[src/rtl/bitset_sequencer.sv]
// bitset_sequencer: multi-cycle controller around the single-bit-set datapath.
// A command loads a base word and then accepts a stream of bit indices over a
// valid/ready handshake. Each accepted in-range index ORs one bit into an
// accumulator. The final word is returned with a sticky error flag and a count
// of the indices that were applied.
//
// Optional feature, selected by the macro BITSEQ_TIMEOUT_EN:
//   defined   - an idle-cycle counter runs in ACCUM. After TIMEOUT consecutive
//               cycles with no beat, the command ends with the error flag set
//               and the partial word is returned.
//   undefined - ACCUM waits indefinitely for the last beat.
// The port list is the same in both builds.

module bitset_sequencer #(
  parameter int BITS    = 32,
  parameter int MAXIDX  = 32,
  parameter int TIMEOUT = 16,
  localparam int CW     = $clog2(MAXIDX + 1)
) (
  input  logic            i_clk,
  input  logic            i_rst,
  input  logic            i_start,
  input  logic [BITS-1:0] i_argA,
  input  logic            i_idx_valid,
  output logic            o_idx_ready,
  input  logic [BITS-1:0] i_idx,
  input  logic            i_idx_last,
  output logic            o_valid,
  input  logic            i_result_ready,
  output logic [BITS-1:0] o_result,
  output logic            o_error,
  output logic [CW-1:0]   o_count,
  output logic            o_busy
);

  localparam int IW = (BITS > 1) ? $clog2(BITS) : 1;
  localparam logic [BITS-1:0] LAST_IDX = BITS'(BITS - 1);
  localparam logic [BITS-1:0] ONE_W    = BITS'(1);
  localparam logic [CW-1:0]   CNT_MAX  = CW'(MAXIDX);
  localparam logic [CW-1:0]   CNT_ONE  = CW'(1);

  // Reject parameter sets the datapath cannot represent.
  if (BITS < 2 || MAXIDX < 1 || TIMEOUT < 1) begin : g_bad_params
    $error("bitset_sequencer: BITS must be >= 2, MAXIDX and TIMEOUT >= 1");
  end

  typedef enum logic [1:0] {
    ST_IDLE  = 2'b00,
    ST_ACCUM = 2'b01,
    ST_DONE  = 2'b10
  } state_e;

  state_e          state_q, state_d;
  logic [BITS-1:0] acc_q, acc_d;
  logic            err_q, err_d;
  logic [CW-1:0]   cnt_q, cnt_d;
  logic            ready_q, valid_q, busy_q;

  logic            beat_s;
  logic            idx_in_range_s;
  logic [BITS-1:0] bit_s;

`ifdef BITSEQ_TIMEOUT_EN
  localparam int TW = $clog2(TIMEOUT + 1);
  localparam logic [TW-1:0] TMO_LAST = TW'(TIMEOUT - 1);
  localparam logic [TW-1:0] TMO_ONE  = TW'(1);
  logic [TW-1:0] tmo_q, tmo_d;
`endif

  // ready_q is high exactly when the state register holds ACCUM.
  assign beat_s         = i_idx_valid & ready_q;
  assign idx_in_range_s = (i_idx <= LAST_IDX);
  assign bit_s          = ONE_W << i_idx[IW-1:0];

  // Next-state and datapath update for the command sequence.
  always_comb begin
    state_d = state_q;
    acc_d   = acc_q;
    err_d   = err_q;
    cnt_d   = cnt_q;
`ifdef BITSEQ_TIMEOUT_EN
    tmo_d   = tmo_q;
`endif
    case (state_q)
      ST_IDLE: begin
        if (i_start) begin
          acc_d   = i_argA;
          err_d   = 1'b0;
          cnt_d   = {CW{1'b0}};
`ifdef BITSEQ_TIMEOUT_EN
          tmo_d   = {TW{1'b0}};
`endif
          state_d = ST_ACCUM;
        end else begin
          state_d = ST_IDLE;
        end
      end
      ST_ACCUM: begin
        if (beat_s) begin
          // An out-of-range index wins over saturation; either way acc and
          // cnt are left alone. A duplicate bit is still a counted beat.
          if (!idx_in_range_s) begin
            err_d = 1'b1;
          end else if (cnt_q == CNT_MAX) begin
            err_d = 1'b1;
          end else begin
            acc_d = acc_q | bit_s;
            cnt_d = cnt_q + CNT_ONE;
          end
`ifdef BITSEQ_TIMEOUT_EN
          tmo_d = {TW{1'b0}};
`endif
          if (i_idx_last) begin
            state_d = ST_DONE;
          end else begin
            state_d = ST_ACCUM;
          end
        end else begin
`ifdef BITSEQ_TIMEOUT_EN
          if (tmo_q == TMO_LAST) begin
            err_d   = 1'b1;
            state_d = ST_DONE;
          end else begin
            tmo_d   = tmo_q + TMO_ONE;
            state_d = ST_ACCUM;
          end
`else
          state_d = ST_ACCUM;
`endif
        end
      end
      ST_DONE: begin
        if (i_result_ready) begin
          state_d = ST_IDLE;
        end else begin
          state_d = ST_DONE;
        end
      end
      default: begin
        state_d = ST_IDLE;
      end
    endcase
  end

  // State, datapath and registered handshake flags; reset aborts any command.
  always_ff @(posedge i_clk) begin
    if (i_rst) begin
      state_q <= ST_IDLE;
      acc_q   <= {BITS{1'b0}};
      err_q   <= 1'b0;
      cnt_q   <= {CW{1'b0}};
      ready_q <= 1'b0;
      valid_q <= 1'b0;
      busy_q  <= 1'b0;
`ifdef BITSEQ_TIMEOUT_EN
      tmo_q   <= {TW{1'b0}};
`endif
    end else begin
      state_q <= state_d;
      acc_q   <= acc_d;
      err_q   <= err_d;
      cnt_q   <= cnt_d;
      ready_q <= (state_d == ST_ACCUM);
      valid_q <= (state_d == ST_DONE);
      busy_q  <= (state_d == ST_ACCUM) || (state_d == ST_DONE);
`ifdef BITSEQ_TIMEOUT_EN
      tmo_q   <= tmo_d;
`endif
    end
  end

  assign o_idx_ready = ready_q;
  assign o_valid     = valid_q;
  assign o_busy      = busy_q;
  assign o_result    = acc_q;
  assign o_error     = err_q;
  assign o_count     = cnt_q;

endmodule

[config.mk]
export PLATFORM = sky130hd
export DESIGN_NAME = bitset_sequencer
export DESIGN_NICKNAME = d
export VERILOG_FILES = /design/src/rtl/bitset_sequencer.sv
export SDC_FILE = /design/constraint.sdc
export NUM_CORES = 1
export LEC_CHECK = 0
export BUFFER_PORTS_ARGS = -buffer_cell sky130_fd_sc_hd__buf_2
export CAP_MARGIN = 20
export CORE_UTILIZATION = 40
export CTS_BUF_LIST = sky130_fd_sc_hd__clkbuf_4 sky130_fd_sc_hd__clkbuf_8 sky130_fd_sc_hd__clkbuf_16
export DETAILED_ROUTE_END_ITERATION = 10
export GPL_TIMING_DRIVEN = 0
export HOLD_SLACK_MARGIN = 0.08
export PLACE_DENSITY = 0.73
export RECOVER_POWER = 25
export REMOVE_ABC_BUFFERS = 1
export SLEW_MARGIN = 20
export SYNTH_ARGS = -nofsm -noshare
export SYNTH_HDL_FRONTEND = slang
export SYNTH_SLANG_ARGS = --single-unit
[constraint.sdc]
create_clock -name i_clk -period 3.25 [get_ports i_clk]
set_input_delay 0.325 -clock i_clk [delete_from_list [all_inputs] [get_ports i_clk]]
set_output_delay 0.325 -clock i_clk [all_outputs]
set_load 0.02 [all_outputs]
# Word-level counts from Yosys, hierarchy flattened
# Cells that the tools add are included.
[op_classes] n_bitwise=2 magnitude_cmp=1 n_shift=1 n_eq_ne=10 n_reduce_logical=5 n_mux=20 addsub=1
[ops] operator="2-to-1 mux 32 bit" n=4
[ops] operator="case mux 32 bit (2 select lines)" n=1
[ops] operator="less-or-equal comparator 32 x 5 -> 1 bit (second input constant)" n=1
[ops] operator="bitwise OR 32 bit" n=1
[ops] operator="left shift 1 x 5 -> 32 bit (first input constant)" n=1
[ops] operator="2-to-1 mux 6 bit" n=4
[ops] operator="case mux 6 bit (2 select lines)" n=1
[ops] operator="inequality test 2 bit (second input constant)" n=4
[ops] operator="adder 6 x 1 -> 6 bit (second input constant)" n=1
[ops] operator="equality test 6 bit (second input constant)" n=1
[ops] operator="2-to-1 mux 2 bit" n=3
[ops] operator="case mux 2 bit (3 select lines)" n=1
[ops] operator="2-to-1 mux 1 bit" n=5
[ops] operator="AND reduction 5 bit" n=1
[ops] operator="equality test 2 x 1 -> 1 bit (second input constant)" n=2
[ops] operator="equality test 2 bit (second input constant)" n=2
[ops] operator="AND reduction 4 bit" n=1
[ops] operator="inequality test 3 bit (second input constant)" n=1
[ops] operator="logical NOT 2 bit" n=1
[ops] operator="case mux 1 bit (2 select lines)" n=1
[ops] operator="nonzero test 2 bit" n=1
[ops] operator="AND 1 bit" n=1
[ops] operator="logical OR 1 bit" n=1
[totals] register_bits=44 inputBits=70 wordCells=47

# Longest topological paths before layout
[depth] word_depth=6 mapped_depth=7 mapped_depth_nobuf=6

# Least setup slack after synthesis
# No wires, ideal clock.
[synth_path] path_kind="reg-to-reg" start="reg cnt_q[0] (netlist: o_count[0])" end="reg cnt_q[2] (netlist: o_count[2])" setup_time_ns=0.116 period_less_slack_ns=1.692 required_time_ns=3.134 arrival_time_ns=1.577 n_path_buf=0 stages_incl_launch_ff=7 slack_ns=1.558 cell_sequence="dfxtp_1 -> inv_1 -> ha_1 -> and4_2 -> nor4b_4 -> a2111oi_2 -> a31o_1"
[synth_via] elab_chain_len=5
[synth_lines] element="start, declared" line="56" source="logic [CW-1:0] cnt_q, cnt_d;"
[synth_lines] element="start signal, assigned" line="151" source="cnt_q <= {CW{1'b0}};"
[synth_lines] element="start signal, assigned" line="162" source="cnt_q <= cnt_d;"
[synth_lines] element="adder 6 x 1 -> 6 bit" line="108" source="cnt_d = cnt_q + CNT_ONE;"
[synth_lines] element="2-to-1 mux 6 bit" line="104" source="end else if (cnt_q == CNT_MAX) begin"
[synth_lines] element="2-to-1 mux 6 bit" line="102" source="if (!idx_in_range_s) begin"
[synth_lines] element="2-to-1 mux 6 bit" line="99" source="if (beat_s) begin"
[synth_lines] element="case mux 6 bit (2 select lines)" line="84" source="case (state_q)"
# Several ways; a longest one is shown, not always the timed one. The select of a mux whose other input is x is not followed.
# A chain may end at the register's enable or synchronous reset.

# Worst setup path in the final report
[layout_path] start="reg state_q[0]" end="reg acc_q[31] (netlist: o_result[31])"
[layout_via] elab_chain_len=3
[layout_lines] element="start, declared" line="53" source="state_e state_q, state_d;"
[layout_lines] element="start signal, assigned" line="159" source="state_q <= state_d;"
[layout_lines] element="equality test 2 x 1 -> 1 bit / logical NOT 2 bit (equally long branches)" line="84"
[layout_lines] element="inequality test 2 bit (no line) / nonzero test 2 bit (equally long branches)"
[layout_lines] element="AND reduction 5 bit (no line)"
[layout_lines] element="end signal, assigned" line="149" source="acc_q <= {BITS{1'b0}};"
[layout_lines] element="end, declared" line="54" source="logic [BITS-1:0] acc_q, acc_d;"
# Several ways; a longest one is shown, not always the timed one.

==> impl_summary.txt <==
----------------------------------------------------
[Status]
  Run status ... finished clean

[Power]
  Sequential group share of total power ... 0.472
  Total chip power ... approximately 1200 uW
  Switch share ... 0.282
  Ratio of total power to cell area ... 417 nW/um2
  IR drop worst, VDD ... ~0.21 mV
  Portion of total power attributed to the clock network ... 0.326
  Leakage power of the design ... 0.00126 uW
  Sw Pwr ... 347 uW
  Pint ... 885 uW
  Combinational power share ... 0.202

[Logic synthesis]
  Avg Inst Size Synth ... 9.53 um2
  Share of synthesized area occupied by flip-flops and latches ... 0.385
  Unique cell type count in the Yosys netlist ... 48
  Largest area contributor in the netlist ... sky130_fd_sc_hd__dfxtp_1
  Cell count after synthesis ... 240
  Count of yosys warnings during synthesis ... 0
  Cell area after technology mapping ... 2290 um2
  Primary flip-flop cell chosen by synthesis mapping ... sky130_fd_sc_hd__dfxtp_1
  Yosys top cell area share ... 0.385
  Top cells by area, synth ... sky130_fd_sc_hd__dfxtp_1 (39%), sky130_fd_sc_hd__o21ai_2 (12%), sky130_fd_sc_hd__a22oi_1 (9.2%)
  Count of flip-flops with a built-in enable after synthesis ... 0
  FFs w/ async S/R, synth ... 0
  Post-synthesis register bit count ... 44

[Setup path]
  Req. time, crit path ... 3.43 ns
  Critical path class ... reg -> reg
  Depth of the worst register-to-register path ... 4
  Critical path capture point type ... flop
  Setup slack of the most critical reg-to-reg path ... 0.99 ns
  CP Launch Type ... flop
  Crit Path Max Fanout ... 38
  Crit Reg-Reg Endpoint ... o_result[31]
  CP startpoint ... state_q[0]
  R2r startpoint ... state_q[0]
  Critical path capture point ... o_result[31]
  Data arrival time of the critical path ... 2.44 ns

[Clock tree]
  Number of buffers added for setup after CTS ... 0
  Maximum count of clock buffers along a single path ... 2
  TritonCTS clock tree ... yes
  Number of clock buffers inserted by TritonCTS ... 5
  Num Clock Sinks ... 44
  Insertion delay of the later-clocked pin in the worst-skew pair ... 0.29 ns
  Clock root buffer master ... sky130_fd_sc_hd__clkbuf_8
  Resize count post-CTS ... 0
  CTS H-Tree Depth ... 2
  Clock-pin slew on the worst setup and hold paths ... 0.08 ns
  Hold-fix buffers at CTS ... 0

[STA]
  Slew headroom ... 0.457
  Transition time at the pin with the least slew margin ... 0.812 ns
  Period Utilization, post-route ... 0.694
  Post-Route Skew ... 0.00443 ns
  Unrepaired setup endpoints after global routing ... false
  Final period demand of the worst path ... roughly 2.3 ns
  Maximum operating frequency ... 443 MHz
  Max Slew Vio Count ... 0
  Count of final hold-check violations ... 0
  Final setup violation count ... 0

[Placed design]
  Port bufs ... 111
  DP Wirelength ... 4.25 mm
  Total instance count after detailed placement ... 411
  RePlAce Congestion ... 0.772

[Finish]
  Final nets ... 420
  Synth-to-Final Area Change ... 29.1%
  Multi-input logic area ... between 1000 and 1500 um2
  Total inserted antenna cells ... 0
  Ratio of cells with drive above 1 in the final layout ... 0.438
  Sequential cell area in the final layout ... a little under 900 um2
  Final-layout fill cell count ... 534
  Finished Layout Cells ... 417

[Die]
  Die X ... 77.6 um
  Die footprint ... between 6000 and 7000 um2
  Die extent in y ... ~78 um
  Placement row count ... 27
  Effective utilization at floorplan ... 0.415
  Core Footprint ... 5510 um2
  Number of top-level pins ... 112

[Route]
  Final routed wirelength across all metal layers ... ~5.8 mm
  Via count ... about 2200
  DRT antenna net count ... 0
  Routed vias/inst ... 5.26
  Initial detailed-routing violation count ... ~120
  DRC violation count after routing ... 0
  Routed WL per cell ... approximately 14 um
  Detailed-routing iteration count for the pre-antenna-repair pass ... 4

[Global routing]
  Global-route wire length before repair ... 9.21 mm
  Largest net degree at the start of global routing ... 39
  Number of antenna violations at the first check in global routing ... 0
  Remaining global-route overflow ... 0
  Global-route total usage across every layer ... 0.189
  Vias in the first global route ... between 2000 and 2500

[Hold path]
  Worst hold path class ... in -> reg

[Run]
  Max-capacitance violation count ... 0

----------------------------------------------------
[routing by layer]
metal,wire length (um),vias up,part of all wire,global-route usage
li1,-,1099,-,-
met1,2510,1001,0.43,0.226
met2,2750,83,0.48,0.330
met3,423,9,0.073,0.0376
met4,95,0,0.016,0.0774
met5,0,-,0,0
[state kept, by name, summed over array words and instances (netlist names)]
register     cells
o_error          1
o_busy           1
o_count          6
o_valid          1
o_idx_ready      1
o_result        32
state_q          2
[cells by family after synthesis]
| family | Yosys count | synth area share |
|---|---|---|
| compound gates | 76 | 0.273 |
| mux | 3 | 0.0131 |
| simple gates | 93 | 0.257 |
| flops | 44 | 0.385 |
| fa+ha+maj | 4 | 0.0219 |
| buf+inv | 20 | 0.0503 |
[cells in the mapped netlist, types with 4 or more instances]
library cell,count
sky130_fd_sc_hd__dfxtp_1,44
sky130_fd_sc_hd__nand2_1,37
sky130_fd_sc_hd__o21ai_2,31
sky130_fd_sc_hd__a22oi_1,28
sky130_fd_sc_hd__clkbuf_1,8
sky130_fd_sc_hd__inv_1,7
sky130_fd_sc_hd__nor2_1,7
sky130_fd_sc_hd__nor3_1,6
sky130_fd_sc_hd__nor4_2,5
sky130_fd_sc_hd__a32oi_1,4
sky130_fd_sc_hd__and3_1,4
sky130_fd_sc_hd__buf_6,4
sky130_fd_sc_hd__ha_1,4
sky130_fd_sc_hd__nor2b_1,4
[critical path, stage by stage, from the launching register on]
cell	delay [ns]
sky130_fd_sc_hd__dfxtp_1	0.53
sky130_fd_sc_hd__nand2b_2	0.52
sky130_fd_sc_hd__o21ai_4	0.74
sky130_fd_sc_hd__buf_16	0.25
sky130_fd_sc_hd__o21ai_0	0.10
[cell usage in the layout, fill, tap and decap left out, types with 4 or more instances in the layout]
cell                       instances
sky130_fd_sc_hd__inv_1             7
sky130_fd_sc_hd__nor4_2            5
sky130_fd_sc_hd__and3_1            4
sky130_fd_sc_hd__buf_2            91
sky130_fd_sc_hd__clkbuf_8          5
sky130_fd_sc_hd__nand2_1          37
sky130_fd_sc_hd__nor3_1            6
sky130_fd_sc_hd__nor2_1            7
sky130_fd_sc_hd__ha_1              4
sky130_fd_sc_hd__a32oi_1           4
sky130_fd_sc_hd__nor2b_1           4
sky130_fd_sc_hd__a22oi_1          28
sky130_fd_sc_hd__dfxtp_1          44
sky130_fd_sc_hd__o21ai_2          30
sky130_fd_sc_hd__clkbuf_1         20
[power by group through the flow]
stage,Clock (uW),Sequential (uW),Combinational (uW)
after global routing,432,585,270
after global placement,0,593,245
after floorplan,0,626,112
final,402,582,249
after CTS,413,581,253
after detailed placement,0,594,253
[worst min path at each step]
stage,depth (start not counted),to,slack [ns],startpoint
4_1_cts,3,o_result[22],0.29,i_argA[22]
6_report,3,o_result[22],0.29,i_argA[22]
3_5_place_dp,2,o_result[7],0.44,o_result[7]
5_1_grt,3,o_result[22],0.30,i_argA[22]
3_3_place_gp,2,o_result[9],0.43,o_result[9]
2_1_floorplan,1,o_busy,0.39,i_rst
[per-stage QoR]
stage	utilization	TNS [ns]	hold slack (ns)	instance area, um2	worst slack (ns)
2_1_floorplan	-	0	0.392	2200	0.635
3_3_place_gp	0.516	-0.0107	0.431	2840	-0.0107
3_5_place_dp	0.523	0	0.436	2880	0.986
4_1_cts	0.541	0	0.287	2980	0.964
5_1_grt	0.536	0	0.296	2950	0.859
6_report	0.536	0	0.292	2950	0.995
[layout make-up]
type | instances | area share
Sequential cell | 44 | 0.298
Clock buffer | 5 | 0.0233
Clock inverter | 1 | 0.0102
Tap cell | 72 | 0.0305
Timing Repair Buffer | 112 | 0.189
Multi-Input combinational cell | 176 | 0.440
Inverter | 7 | 0.00890
Power figures use the tool's default switching activity.
